[src/rtl/pwm_multi_ch_if.sv]
// Control/status bundle for pwm_multi_ch: run enable, period/duty requests and PWM outputs.
interface pwm_multi_ch_if #(
  parameter int CH = 4,
  parameter int CW = 16
);
  logic             iEnable;
  logic [CW-1:0]    iPeriod;
  logic [CH*CW-1:0] iDuty;
  logic             iLoad;
  logic [CH-1:0]    oPwm;
  logic             oPeriodEnd;
  logic             oLoadDone;

  modport master (
    output iEnable, iPeriod, iDuty, iLoad,
    input  oPwm, oPeriodEnd, oLoadDone
  );

  modport slave (
    input  iEnable, iPeriod, iDuty, iLoad,
    output oPwm, oPeriodEnd, oLoadDone
  );
endinterface

[src/rtl/pwm_multi_ch.sv]
// Multi-channel PWM with one shared counter and double-buffered period/duty applied at period boundaries.
// Define PWM_CENTER_ALIGN_EN for up/down (center-aligned) counting; default is edge-aligned.
module pwm_multi_ch #(
  parameter int CH = 4,
  parameter int CW = 16
) (
  input  logic          iClk,
  input  logic          iReset_n,
  pwm_multi_ch_if.slave bus
);

  logic [CW-1:0] cnt_q, cnt_d;
  logic [CW-1:0] per_act_q, per_act_d;
  logic [CW-1:0] per_sh_q, per_sh_d;
  logic [CW-1:0] duty_act_q [CH];
  logic [CW-1:0] duty_act_d [CH];
  logic [CW-1:0] duty_sh_q [CH];
  logic [CW-1:0] duty_sh_d [CH];
  logic          pending_q, pending_d;
  logic [CH-1:0] pwm_q, pwm_d;
  logic          period_end_q, period_end_d;
  logic          load_done_q, load_done_d;
`ifdef PWM_CENTER_ALIGN_EN
  logic          dir_q, dir_d;
`endif

  logic [CW-1:0] eff_per;
  logic [CW-1:0] last;
  logic          boundary;

  always_comb begin
    eff_per = (per_act_q == '0) ? CW'(1) : per_act_q;
    last    = eff_per - CW'(1);
    cnt_d   = '0;
`ifdef PWM_CENTER_ALIGN_EN
    dir_d    = 1'b0;
    // Period 1 degenerates to a counter parked at 0 with every clock a boundary.
    boundary = bus.iEnable && ((last == '0) || (dir_q && (cnt_q == '0)));
    if (bus.iEnable && (last != '0)) begin
      if (!dir_q) begin
        dir_d = (cnt_q == last);
        cnt_d = (cnt_q == last) ? cnt_q : cnt_q + CW'(1);
      end else begin
        dir_d = (cnt_q != '0);
        cnt_d = (cnt_q == '0) ? cnt_q : cnt_q - CW'(1);
      end
    end
`else
    boundary = bus.iEnable && (cnt_q == last);
    if (bus.iEnable && !boundary) begin
      cnt_d = cnt_q + CW'(1);
    end
`endif

    for (int i = 0; i < CH; i++) begin
      pwm_d[i] = bus.iEnable && (cnt_q < duty_act_q[i]);
    end
    period_end_d = boundary;

    per_sh_d    = per_sh_q;
    duty_sh_d   = duty_sh_q;
    per_act_d   = per_act_q;
    duty_act_d  = duty_act_q;
    pending_d   = pending_q;
    load_done_d = 1'b0;
    // A strobe on the apply cycle wins: it refreshes the shadow and defers the apply.
    if (bus.iLoad) begin
      per_sh_d  = bus.iPeriod;
      for (int i = 0; i < CH; i++) begin
        duty_sh_d[i] = bus.iDuty[i*CW +: CW];
      end
      pending_d = 1'b1;
    end else if (pending_q && (boundary || !bus.iEnable)) begin
      per_act_d   = per_sh_q;
      duty_act_d  = duty_sh_q;
      pending_d   = 1'b0;
      load_done_d = 1'b1;
    end
  end

  always_ff @(posedge iClk or negedge iReset_n) begin
    if (!iReset_n) begin
      cnt_q        <= '0;
      per_act_q    <= '0;
      per_sh_q     <= '0;
      pending_q    <= 1'b0;
      pwm_q        <= '0;
      period_end_q <= 1'b0;
      load_done_q  <= 1'b0;
      for (int i = 0; i < CH; i++) begin
        duty_act_q[i] <= '0;
        duty_sh_q[i]  <= '0;
      end
`ifdef PWM_CENTER_ALIGN_EN
      dir_q        <= 1'b0;
`endif
    end else begin
      cnt_q        <= cnt_d;
      per_act_q    <= per_act_d;
      per_sh_q     <= per_sh_d;
      pending_q    <= pending_d;
      pwm_q        <= pwm_d;
      period_end_q <= period_end_d;
      load_done_q  <= load_done_d;
      for (int i = 0; i < CH; i++) begin
        duty_act_q[i] <= duty_act_d[i];
        duty_sh_q[i]  <= duty_sh_d[i];
      end
`ifdef PWM_CENTER_ALIGN_EN
      dir_q        <= dir_d;
`endif
    end
  end

  assign bus.oPwm       = pwm_q;
  assign bus.oPeriodEnd = period_end_q;
  assign bus.oLoadDone  = load_done_q;

endmodule
[src/flat_wrapper.sv]
// flat-port wrapper written by rule: the top's interface ports become plain ports
module pwm_multi_ch_flat 
#(
  parameter int CH = 4,
  parameter int CW = 16
)
  (iClk, iReset_n, bus_iEnable, bus_iPeriod, bus_iDuty, bus_iLoad, bus_oPwm, bus_oPeriodEnd, bus_oLoadDone);
  pwm_multi_ch_if #(.CH(CH), .CW(CW)) bus_i ();
  input  logic iClk;
  input  logic iReset_n;
  input wire logic [$bits(bus_i.iEnable)-1:0] bus_iEnable;
  input wire logic [$bits(bus_i.iPeriod)-1:0] bus_iPeriod;
  input wire logic [$bits(bus_i.iDuty)-1:0] bus_iDuty;
  input wire logic [$bits(bus_i.iLoad)-1:0] bus_iLoad;
  output wire logic [$bits(bus_i.oPwm)-1:0] bus_oPwm;
  output wire logic [$bits(bus_i.oPeriodEnd)-1:0] bus_oPeriodEnd;
  output wire logic [$bits(bus_i.oLoadDone)-1:0] bus_oLoadDone;
  assign bus_i.iEnable = bus_iEnable;
  assign bus_i.iPeriod = bus_iPeriod;
  assign bus_i.iDuty = bus_iDuty;
  assign bus_i.iLoad = bus_iLoad;
  assign bus_oPwm = bus_i.oPwm;
  assign bus_oPeriodEnd = bus_i.oPeriodEnd;
  assign bus_oLoadDone = bus_i.oLoadDone;
  pwm_multi_ch #(.CH(CH), .CW(CW)) u_core (.iClk(iClk), .iReset_n(iReset_n), .bus(bus_i));
endmodule
[config.mk]
export PLATFORM = sky130hd
export DESIGN_NAME = pwm_multi_ch_flat
export DESIGN_NICKNAME = d
export VERILOG_FILES = /design/src/rtl/pwm_multi_ch_if.sv /design/src/rtl/pwm_multi_ch.sv /design/src/flat_wrapper.sv
export SDC_FILE = /design/constraint.sdc
export NUM_CORES = 1
export LEC_CHECK = 0
export CAP_MARGIN = 10
export CORE_MARGIN = 4
export CORE_UTILIZATION = 60
export CTS_CLUSTER_SIZE = 24
export DETAILED_ROUTE_END_ITERATION = 7
export PLACE_DENSITY = 0.88
export SYNTH_ARGS = -nofsm -noshare
export SYNTH_HDL_FRONTEND = slang
export SYNTH_SLANG_ARGS = --single-unit
[constraint.sdc]
create_clock -name iClk -period 4.2 [get_ports iClk]
set_clock_uncertainty 0.05 [all_clocks]
set_input_delay 0.84 -clock iClk [delete_from_list [all_inputs] [get_ports iClk]]
set_output_delay 0.84 -clock iClk [all_outputs]
set_load 0.01 [all_outputs]
=== Word level (Yosys, flattened, before mapping) ===
Cells that the tools add are included.

* Register bits after elaboration: 183
* Output and inout bits: 6
* Word-level logic and storage cells: 42

* $add $sub $neg: 2
* Magnitude comparators: 4
* Equal/unequal tests: 1
* Mux-type cells: 6
* Bitwise logic cells: 1
* Reduce and logical (&&, ||, !) cells: 13

{| class="wikitable"
|+ Operators with widths
! cell !! number
|-
| $lt A16 B16 Y1 || 4
|-
| $mux W16 || 2
|-
| $add A16 B1 Y16 const B || 1
|-
| $eq A16 B16 Y1 || 1
|-
| $logic_not A16 Y1 || 1
|-
| $sub A16 B1 Y16 const B || 1
|-
| $logic_and A1 B1 Y1 || 7
|-
| $mux W1 || 4
|-
| $logic_not A1 Y1 || 2
|-
| $reduce_and A2 Y1 || 1
|-
| $reduce_bool A2 Y1 || 1
|-
| $logic_or A1 B1 Y1 || 1
|-
| $not A1 Y1 || 1
|}

=== Logic depth before layout (Yosys ltp) ===
Gate-level depths: netlist (run 1).

* Depth in word-level cells: 9
* Gate-level depth with buffers: 15
* Depth with buffers taken out: 11

=== Worst setup path before layout (run 1) ===
Ideal clock, no wire load.

* Path type: reg-to-reg
* From: register u_core.per_act_q[5]
* To: register u_core.duty_act_q[0] (netlist name)
* Library setup time: 141 ps
* Arrival: 3461 ps
* Slack: 549 ps
* Stages on the path, launching flop included: 15
* Path buffers: 4
* Period minus slack after synthesis: 3651 ps
* Path through: dfrtp_1 > buf_2 > or4_4 > nor3_4 > a31oi_1 > ha_1 > o22ai_1 > a2111oi_2 > o2111ai_1 > or4_1 > buf_2 > buf_6 > buf_6 > a221oi_2 > o311ai_1

* Longest elaborated chain between the ends: 8

{| class="wikitable"
|+ Ends and longest elaborated chain
! item !! RTL line !! source
|-
| from (decl) || pwm_multi_ch.sv:13 || <nowiki>logic [CW-1:0] per_act_q, per_act_d;</nowiki>
|-
| from (signal assigned) || pwm_multi_ch.sv:99 || <nowiki>per_act_q <= per_act_d;</nowiki>
|-
| $logic_not A16 Y1 || pwm_multi_ch.sv:32 || <nowiki>eff_per = (per_act_q == '0) ? CW'(1) : per_act_q;</nowiki>
|-
| $mux W16 * || pwm_multi_ch.sv:32 ||
|-
| $sub A16 B1 Y16 * || pwm_multi_ch.sv:33 || <nowiki>last = eff_per - CW'(1);</nowiki>
|-
| $eq A16 B16 Y1 * || pwm_multi_ch.sv:49 || <nowiki>boundary = bus.iEnable && (cnt_q == last);</nowiki>
|-
| $logic_and A1 B1 Y1 * || pwm_multi_ch.sv:49 ||
|-
| $logic_or A1 B1 Y1 * || pwm_multi_ch.sv:73 || <nowiki>end else if (pending_q && (boundary || !bus.iEnable)) begin</nowiki>
|-
| $logic_and A1 B1 Y1 * || pwm_multi_ch.sv:73 ||
|-
| $reduce_and A2 Y1 (no line) * || -- ||
|-
| to (signal, indexed assignment) || pwm_multi_ch.sv:106 || <nowiki>duty_act_q[i] <= duty_act_d[i];</nowiki>
|-
| to (decl) || pwm_multi_ch.sv:15 || <nowiki>logic [CW-1:0] duty_act_q [CH];</nowiki>
|}

Every way passes the cells marked *; elsewhere a longest branch is shown, timed or not.
A chain may end at the register's enable or synchronous reset.

=== Final worst setup path (run 1) ===
* From: register u_core.per_act_q[5]
* To: register u_core.per_act_q[15]

* Longest elaborated chain between the ends: 8

{| class="wikitable"
|+ Ends and longest elaborated chain
! item !! RTL line
|-
| $logic_not A16 Y1 || pwm_multi_ch.sv:32
|-
| $mux W16 * || pwm_multi_ch.sv:32
|-
| $sub A16 B1 Y16 * || pwm_multi_ch.sv:33
|-
| $eq A16 B16 Y1 * || pwm_multi_ch.sv:49
|-
| $logic_and A1 B1 Y1 * || pwm_multi_ch.sv:49
|-
| $logic_or A1 B1 Y1 * || pwm_multi_ch.sv:73
|-
| $logic_and A1 B1 Y1 * || pwm_multi_ch.sv:73
|-
| $reduce_and A2 Y1 (no line) * || --
|}

Marks and branches as above.

==> results of run 1 <==
## kinds of logic (layout without fill, tap and decap cells)
logic type	count (synthesis)	in the layout	synth area share, %
compound gates	241	241	20.86
xor+xnor	28	28	2.091
fa+ha+maj	62	62	6.615
buf+inv	171	213	6.124
flops	183	183	39.05
mux	81	81	7.767
simple gates	426	426	17.50
## state kept, by name, summed over array words and instances, names as in the netlist
register	count
u_core.bus.oPeriodEnd	1
u_core.bus.oPwm	4
u_core.pending_q	1
u_core.duty_act_q	64
u_core.per_act_q	16
u_core.bus.oLoadDone	1
u_core.duty_sh_q	64
u_core.cnt_q	16
u_core.per_sh_q	16
## synth_stat cells (8+ instances only)
| cell type | n |
|---|---|
| dfrtp_1 | 183 |
| nand2_1 | 170 |
| nor2_1 | 85 |
| and3_1 | 84 |
| clkbuf_1 | 82 |
| o311ai_1 | 81 |
| mux2_2 | 80 |
| a221oi_2 | 79 |
| inv_1 | 74 |
| ha_1 | 62 |
| a21oi_1 | 22 |
| a21o_1 | 20 |
| and2_1 | 19 |
| xnor2_1 | 15 |
| xor2_1 | 13 |
| nand3_1 | 11 |
| nand4_1 | 11 |
| nor3_1 | 11 |
| o21ai_0 | 11 |
| buf_6 | 9 |
| nand2b_1 | 8 |
## layout by cell type (no fill, tap or decap), types with 13 or more instances in the layout
cell type and instances:
clkdlybuf4s50_1 87, xor2_1 13, xnor2_1 15, a221oi_2 79, a21o_1 20, nor2_1 84, dfrtp_1 183, and3_1 84
ha_1 62, buf_4 15, clkbuf_16 17, and2_1 19, mux2_2 80, inv_1 73, nand2_1 170, o311ai_1 81
a21oi_1 22
## metrics by stage
stage,worst slack (ps),cell area [µm²]
2_1_floorplan,548.9,11730
3_3_place_gp,461.2,12750
3_5_place_dp,387.6,12750
4_1_cts,377.5,13370
5_1_grt,164.3,13370
6_report,346.3,13370
## path summary, 6_finish.rpt
kind,cells after the start,to
max in group asynchronous,2,u_core.per_sh_q[12]
min in group iClk,2,u_core.duty_act_q[37]
setup reg to reg,11,u_core.per_act_q[15]
hold / removal,1,u_core.duty_sh_q[27]
hold reg to reg,2,u_core.duty_act_q[37]
setup / recovery,11,u_core.per_act_q[15]
## layout make-up
| class | instances | area (µm²) |
|---|---|---|
| Clock buffer | 21 | 450.4 |
| Multi-Input combinational cell | 838 | 6449 |
| Fill cell | 1379 | 5583 |
| Inverter | 74 | 279.0 |
| Clock inverter | 9 | 175.2 |
| Timing Repair Buffer | 109 | 1115 |
| Sequential cell | 183 | 4579 |
| Tap cell | 260 | 325.3 |
## power breakdown
| part | internal (µW) | leakage, µW | switching (µW) |
|---|---|---|---|
| Sequential | 1900 | 0.00200 | 135 |
| Combinational | 359 | 0.00383 | 355 |
| Clock | 1060 | 0.000299 | 676 |
| Total | 3320 | 0.00613 | 1170 |
## layer usage
layer	share of wire, %	GRT usage [%]
met1	42	34.32
met2	49	43.59
met3	6.3	4.384
met4	2.9	10.44
met5	0	0
==> metrics.md, run 1 <==
| Metric | Value |
|---|---|
| WL per Instance | `around 19 µm` |
| Iteration count of the initial detailed-routing pass | `5` |
| Starting DRT DRC Count | `820` |
| GRT Util Overall | `26.20%` |
| Diode count | `0` |
| Slowest stage cell, crit path | `or4_4` |
| Worst Path Max Fanout | `between 80 and 90` |
| Worst path bufs/invs | `1` |
| Critical path type | `reg -> reg` |
| CP peak stage delay | `just over 600 ps` |
| CTS root buf | `clkbuf_16` |
| Post-synth top area cell | `dfrtp_1` |
| DRC violations left | `0` |
| Post-CTS setup buffers | `0` |
| Top delay family on crit path | `simple AND/OR/NAND/NOR gates` |
| Required time of the critical path | `between 4000 and 5000 ps` |
| Reg-to-reg startpoint | `u_core.per_act_q[5]` |
| Final Hold Viols | `0` |
| Mapped Cells | `1192` |
| Die X | `147.8 µm` |
| Syn_nets | `1338` |
| Period utilization | `~90%` |
| Max clock buf depth | `2` |
| Register area share after synthesis | `roughly 40%` |
| Hold WC Path Type | `in -> async` |
| Ranking of synthesized cells by area | `dfrtp_1, a221oi_2, mux2_2` |
| RSZ-0062 raised after global routing | `false` |
| I/O Pins | `90` |
| Status | `finished clean` |
| WP data arrival | `4080 ps` |
| Hold Slack | `about 420 ps` |
| Critical path cell sequence | `or4_4 -> nor3_4 -> a31oi_1 -> ha_1 -> o22ai_1 -> a2111oi_2 -> o2111ai_1 -> or4_4 -> buf_12 -> a221oi_1 -> o311ai_1` |
| Syn-to-layout area delta | `14.03%` |
| Pin count of the biggest net entering global routing | `around 90` |
| # hold bufs at CTS | `0` |
| DIE HEIGHT | `147.8 µm` |
| Placed cell count | `roughly 1500` |
| Peak supply drop | `between 200 and 300 µV` |
| Max-slew headroom | `between 30% and 40%` |
| Post-Route Setup TNS | `0 ps` |
| Critical path capture point type | `flop` |
| Synthesized area | `between 10000 and 15000 µm²` |
| Post-DR vias/cell | `between 6 and 7` |
| Synth Warn # | `0` |
| Final Critical Period | `3854 ps` |
| TritonCTS clock tree | `yes` |
| Initial core utilization | `61.87%` |
| Remaining antenna violation count after routing | `0` |
| First-pass GRT wire length | `between 40000 and 50000 µm` |
| Row Count | `50` |
| Overall power | `approximately 4500 µW` |
| Total die area | `21850 µm²` |
| Non-filler cells in the finished layout | `1494` |
| Ys async rst share | `100.0%` |
| Leakage power | `just over 0.006 µW` |
| Total gr overflow | `0` |
| Synth unique cells | `55` |
| Post-Syn Area per Cell | `9.839 µm²` |
| Synth top area share | `39.05%` |
| Critical Path Start | `u_core.per_act_q[5]` |
| Hpwl dp | `17830 µm` |
| Total Wirelength | `about 28000 µm` |
| Max Fclk | `259.5 MHz` |
| Cell Pwr Density | `approximately 340 nW/µm²` |
| Fin. max-slew vios | `0` |
| Clk_lat worst skew | `between 400 and 500 ps` |
| # clock sinks | `183` |
| MaxCap Viol Count | `0` |
| Yosys reg bits | `183` |
| Worst Tran Pin Value | `~940 ps` |
| Setup Viol. Count Final | `0` |
| Number of gates resized after cts | `0` |
| Via count | `9476` |
| Main synth FF type | `dfrtp_1` |
| Worst-path clk slew | `~70 ps` |
| Vias in the first global route | `9344` |
| Final nets | `1369` |
| Util after Layout | `70.55%` |
| Post-synth EDFFs | `0` |
| TritonCTS buffer count | `17` |
| H-tree Lvls | `4` |
| Core box area | `18960 µm²` |
| Initial antenna violation count | `0` |
| Port Buf Inserts | `89` |
| Most frequent CP cell | `or4_4` |
| Gp weighted congestion | `0.9386` |
| Startpoint Class | `flop` |
| Share of cells above drive strength 1 | `between 10% and 20%` |
| R2r setup slk | `350 ps` |
(Power assumes the default switching activity.)
==> run 2, diff against run 1 <==
GPL_TIMING_DRIVEN = 0   (was not set)
==> run 2 against run 1 <==
Against the previous run: combinational power increased by 6.9%; clock power is 6% lower; via count up 8.6%; critical endpoint is now u_core.duty_act_q[47]; sequential share of layout area shrank 0.60 points.
==> metrics.md, run 2 (synthesized netlist as in run 1, its figures left out) <==
| Metric | Value |
|---|---|
| Commonest non-fill, non-tap cell in the layout | `dfrtp_1` |
| Place WS | `-301.1 ps` |
| Leakage power | `0.006194 µW` |
| TritonCTS buffer count | `17` |
| Cell Pwr Density | `324.9 nW/µm²` |
| DIE HEIGHT | `147.8 µm` |
| CP peak stage delay | `just under 600 ps` |
| MaxCap Viol Count | `0` |
| Required time of the critical path | `between 4000 and 5000 ps` |
| H-tree Lvls | `4` |
| Critical path cell sequence | `buf_2 -> or4_4 -> nor3_4 -> a31oi_1 -> ha_1 -> buf_4 -> a2111oi_2 -> o2111ai_1 -> or4_1 -> buf_4 -> buf_6 -> buf_6 -> a221oi_2 -> o311ai_2` |
| Row Count | `50` |
| Critical path type | `reg -> reg` |
| Initial antenna violation count | `1` |
| Syn-to-layout area delta | `16.08%` |
| Gp weighted congestion | `0.9291` |
| Most frequent cells in the layout | `dfrtp_1, nand2_1, clkdlybuf4s50_1` |
| I/O Pins | `90` |
| DRC violations left | `0` |
| Port Buf Inserts | `89` |
| Total Wirelength | `32150 µm` |
| Core box area | `approximately 19000 µm²` |
| Post-DR vias/cell | `6.532` |
| Setup Viol. Count Final | `0` |
| Final WS setup | `34.84 ps` |
| Final Critical Period | `4165 ps` |
| Worst Path Max Fanout | `10` |
| Overall power | `between 4000 and 5000 µW` |
| Share of cells above drive strength 1 | `16.57%` |
| # clock sinks | `between 150 and 200` |
| Total gr overflow | `0` |
| Iteration count of the initial detailed-routing pass | `7` |
| Period utilization | `99.17%` |
| Pin count of the biggest net entering global routing | `125` |
| R2r setup slk | `30 ps` |
| WL per Instance | `20.40 µm` |
| Peak supply drop | `345.8 µV` |
| Starting DRT DRC Count | `1167` |
| TritonCTS clock tree | `yes` |
| GRT Util Overall | `just under 30%` |
| Critical path capture point type | `flop` |
| Vias in the first global route | `10279` |
| Worst Tran Pin Value | `about 1200 ps` |
| Worst-path clk slew | `~70 ps` |
| Startpoint Class | `flop` |
| Hpwl dp | `21470 µm` |
| Placed cell count | `roughly 1500` |
| Via count | `10295` |
| Final nets | `about 1500` |
| WP data arrival | `4400 ps` |
| Fin. max-slew vios | `0` |
| Max-slew headroom | `between 20% and 30%` |
| First-pass GRT wire length | `52220 µm` |
| Diode count | `0` |
| Initial core utilization | `61.87%` |
| Status | `finished clean` |
| Max Fclk | `around 240 MHz` |
| Largest registers | `u_core.duty_act_q x64, u_core.duty_sh_q x64` |
| Remaining antenna violation count after routing | `0` |
| Die X | `around 150 µm` |
| Clk_lat worst skew | `about 440 ps` |
| Hold WC Path Type | `in -> async` |
| Max clock buf depth | `2` |
| CTS root buf | `clkbuf_16` |
| Slowest stage cell, crit path | `or4_4` |
| Hold Slack | `~270 ps` |
| Final Hold Viols | `0` |
| Total die area | `21850 µm²` |
| Non-filler cells in the finished layout | `approximately 1600` |
==> run 2: cell count changes in the layout (fill, tap and decap cells not counted), sizes merged <==
cell           delta
clkbuf           +80
bufinv            -3
inv               +2
clkdlybuf4s50     +1
clkinv            +1
clkinvlp          +1
==> run 2: power breakdown <==
group / leakage [µW] / internal (µW) / switching, µW
sequential: 0.00200 / 1900 / 129
combinational: 0.00392 / 365 / 398
clock: 0.000276 / 909 / 723
total: 0.00619 / 3170 / 1250
==> run 2: routing by layer <==
layer  track usage, %  wire [µm]  share of wire, %
met1            37.97      12250                38
met3            7.235       3274                10
met4            12.77       1403               4.4
met2            48.06      15200                47
met5                0         12             0.037
==> run 2: worst paths after layout <==
check / startpoint / end / cells after the start
max in group asynchronous: iReset_n / u_core.duty_sh_q[52] / 2
setup / recovery: u_core.per_act_q[5] / u_core.duty_act_q[47] / 14
min in group iClk: u_core.duty_act_q[49] / u_core.duty_act_q[49] / 2
hold / removal: iReset_n / u_core.duty_sh_q[29] / 1
hold reg to reg: u_core.duty_act_q[49] / u_core.duty_act_q[49] / 2
setup reg to reg: u_core.per_act_q[5] / u_core.duty_act_q[47] / 14
==> run 2: worst max-delay path: cells and delay by family, from the launching register on <==
family                     cells  cell delay [ps]
AOI/OAI and AO/OA              5             1110
adders and majority gates      1              350
buffers and inverters          5              910
DFF                            1              370
and+or+nand+nor                3             1200
==> run 2: per-stage QoR <==
step / TNS, ps / utilization [%] / area (µm²)
after floorplan: 0 / - / 11730
after global placement: -987260 / 68.28 / 12940
after detailed placement: -15580 / 68.46 / 12980
after CTS: 0 / 71.62 / 13580
after global routing: -45.00 / 71.82 / 13610
final: 0 / 71.82 / 13610
==> run 2: layout make-up <==
cell class	instances	area [µm²]
Multi-Input combinational cell	838	6450
Fill cell	1307	5343
Sequential cell	183	4579
Timing Repair Buffer	95	960.9
Clock buffer	21	460.4
Buffer	95	436.7
Tap cell	260	325.3
Inverter	74	277.8
Clock inverter	10	122.6
==> run 2: what timing repair did <==
item | 4_1_cts | 5_1_grt
endpoints found under the setup margin | 98 | 98
setup buffers | 2 | 3
hold endpoints to repair | 0 | 0
resized for setup | 1 | 5
hold buffers | 0 | 0
pin swaps | 3 | 4
==> run 3, diff against run 2 <==
CAP_MARGIN = not set   (was 10)
MAX_ROUTING_LAYER = met4   (was not set)
==> run 3 against run 2 <==
Against the previous run: clock power is 5% higher; fmax is 1.7% higher; sequential cell count did not move; non-clock buffer count up 1; worst setup slack better by 70 ps; sequential power barely moved; wire length grew 0.86%; power grew 1.6%; final cell count up 0.13%; critical path type unchanged; critical endpoint is now u_core.duty_act_q[23]; largest cell class unchanged.
==> metrics.md, run 3 (synthesized netlist as in run 1, its figures left out) <==
| Metric | Value |
|---|---|
| Critical Path Start | `u_core.per_act_q[5]` |
| Critical path type | `reg -> reg` |
| Reg-to-reg startpoint | `u_core.per_act_q[5]` |
| Core box area | `18960 µm²` |
| Cell Pwr Density | `329.7 nW/µm²` |
| Vias in the first global route | `10352` |
| Row Count | `50` |
| Startpoint Class | `flop` |
| R2r setup slk | `110 ps` |
| Slowest stage cell, crit path | `or4_4` |
| Max-slew headroom | `27.75%` |
| TritonCTS clock tree | `yes` |
| Final WS setup | `105.1 ps` |
| RSZ-0062 raised after global routing | `false` |
| Gp weighted congestion | `0.9386` |
| Final Hold Viols | `0` |
| CP peak stage delay | `roughly 600 ps` |
| Required time of the critical path | `4460 ps` |
| Hold Slack | `268.0 ps` |
| Setup Viol. Count Final | `0` |
| Worst Tran Pin Value | `1080 ps` |
| TritonCTS buffer count | `17` |
| Via count | `10262` |
| DIE HEIGHT | `147.8 µm` |
| Uppermost layer routed | `met4` |
| Starting DRT DRC Count | `1061` |
| Hold WC Path Type | `in -> async` |
| Place WS | `-291.2 ps` |
| Share of cells above drive strength 1 | `16.54%` |
| Largest registers | `u_core.duty_act_q x64, u_core.duty_sh_q x64` |
| Worst reg2reg endpoint | `u_core.duty_act_q[23]` |
| Peak supply drop | `roughly 280 µV` |
| Diode count | `0` |
| Syn-to-layout area delta | `16.26%` |
| WL met1 | `12620 µm` |
| GRT Util Overall | `30.71%` |
| CTS root buf | `clkbuf_16` |
| Most frequent CP cell | `buf_6` |
| Final Critical Period | `4095 ps` |
| First-pass GRT wire length | `52440 µm` |
| Commonest non-fill, non-tap cell in the layout | `dfrtp_1` |
| H-tree Lvls | `4` |
| Initial antenna violation count | `0` |
| Worst Path Max Fanout | `10` |
| Status | `finished clean` |
| Post-DR vias/cell | `6.503` |
| Critical path capture point type | `flop` |
| Period utilization | `between 90% and 100%` |
| Worst R2R Path Depth | `14` |
| Most frequent cells in the layout | `dfrtp_1, nand2_1, clkdlybuf4s50_1` |
| Remaining antenna violation count after routing | `0` |
| Post-Route Setup TNS | `0 ps` |
| End of the critical path | `u_core.duty_act_q[23]` |
| Final nets | `1451` |
| WL per Instance | `about 21 µm` |
| Initial core utilization | `61.87%` |
| Leakage power | `roughly 0.0062 µW` |
| Total gr overflow | `0` |
| Total Wirelength | `32420 µm` |
| DRC violations left | `0` |
| Worst-path clk slew | `~70 ps` |
| Pin count of the biggest net entering global routing | `125` |
| Placed cell count | `roughly 1500` |
| Hpwl dp | `around 21000 µm` |
| # clock sinks | `183` |
| Met3 Wirelength | `2945 µm` |
| Met2 routed WL | `15480 µm` |
| Max clock buf depth | `2` |
| Fin. max-slew vios | `0` |
| Die X | `147.8 µm` |
| Non-filler cells in the finished layout | `1578` |
| WP data arrival | `4350 ps` |
| Iteration count of the initial detailed-routing pass | `6` |
| Total die area | `between 20000 and 25000 µm²` |
| Port Buf Inserts | `89` |
| I/O Pins | `90` |
| Critical path cell sequence | `buf_2 -> or4_4 -> nor3_4 -> a31oi_1 -> ha_1 -> o22ai_1 -> a2111oi_2 -> o2111ai_1 -> or4_1 -> buf_4 -> buf_6 -> buf_6 -> a221oi_2 -> o311ai_1` |
| MaxCap Viol Count | `0` |
| Clk_lat worst skew | `~450 ps` |
| Max Fclk | `244.2 MHz` |
[run 3: routing by layer]
metal  vias up  GRT usage (%)
met5         -              -
met1      4988          39.31
li1       4596              -
met3       121          5.518
met2       557          48.11
met4         0          13.61
[run 3: per-stage QoR]
stage	total power (µW)	area [µm²]	util [%]
floorplan	2513	11730	-
global placement	2752	12940	68.28
detailed placement	2793	12980	68.46
CTS	4488	13610	71.79
global route	4660	13630	71.93
finish	4495	13630	71.93
[run 3: area by class of cell]
class | count | area (µm²)
Clock inverter | 10 | 142.6
Buffer | 95 | 436.7
Sequential cell | 183 | 4579
Timing Repair Buffer | 96 | 968.4
Tap cell | 260 | 325.3
Fill cell | 1355 | 5321
Clock buffer | 22 | 474.2
Inverter | 74 | 277.8
Multi-Input combinational cell | 838 | 6430
[run 3: worst min path at each step]
stage / endpoint / slack, ps / depth (start not counted)
after global placement: u_core.duty_act_q[2] / 440 / 2
after CTS: u_core.duty_act_q[29] / 290 / 1
after global routing: u_core.duty_act_q[27] / 300 / 1
after detailed placement: u_core.duty_act_q[40] / 450 / 2
after floorplan: u_core.duty_act_q[10] / 430 / 2
final: u_core.duty_act_q[30] / 270 / 1
[run 3: repair_timing]
item / in CTS / in global routing
endpoints found under the setup margin: 99 / 85
resized for setup: 0 / 4
pin swaps: 3 / 1
buffers inserted: 2 / 4
hold buffers: 0 / 0
[run 3: worst max-delay path, delay by kind of cell, from the launching register on]
family | cells | cell delay (ps)
simple gates | 3 | 1220
compound gates | 6 | 1180
buf+inv | 4 | 760
flops | 1 | 370
fa+ha+maj | 1 | 360
[run 3: power by group]
group          internal (µW)  leakage (µW)  switching, µW
Combinational            364       0.00391            395
Clock                    989      0.000301            721
Sequential              1900       0.00200            129
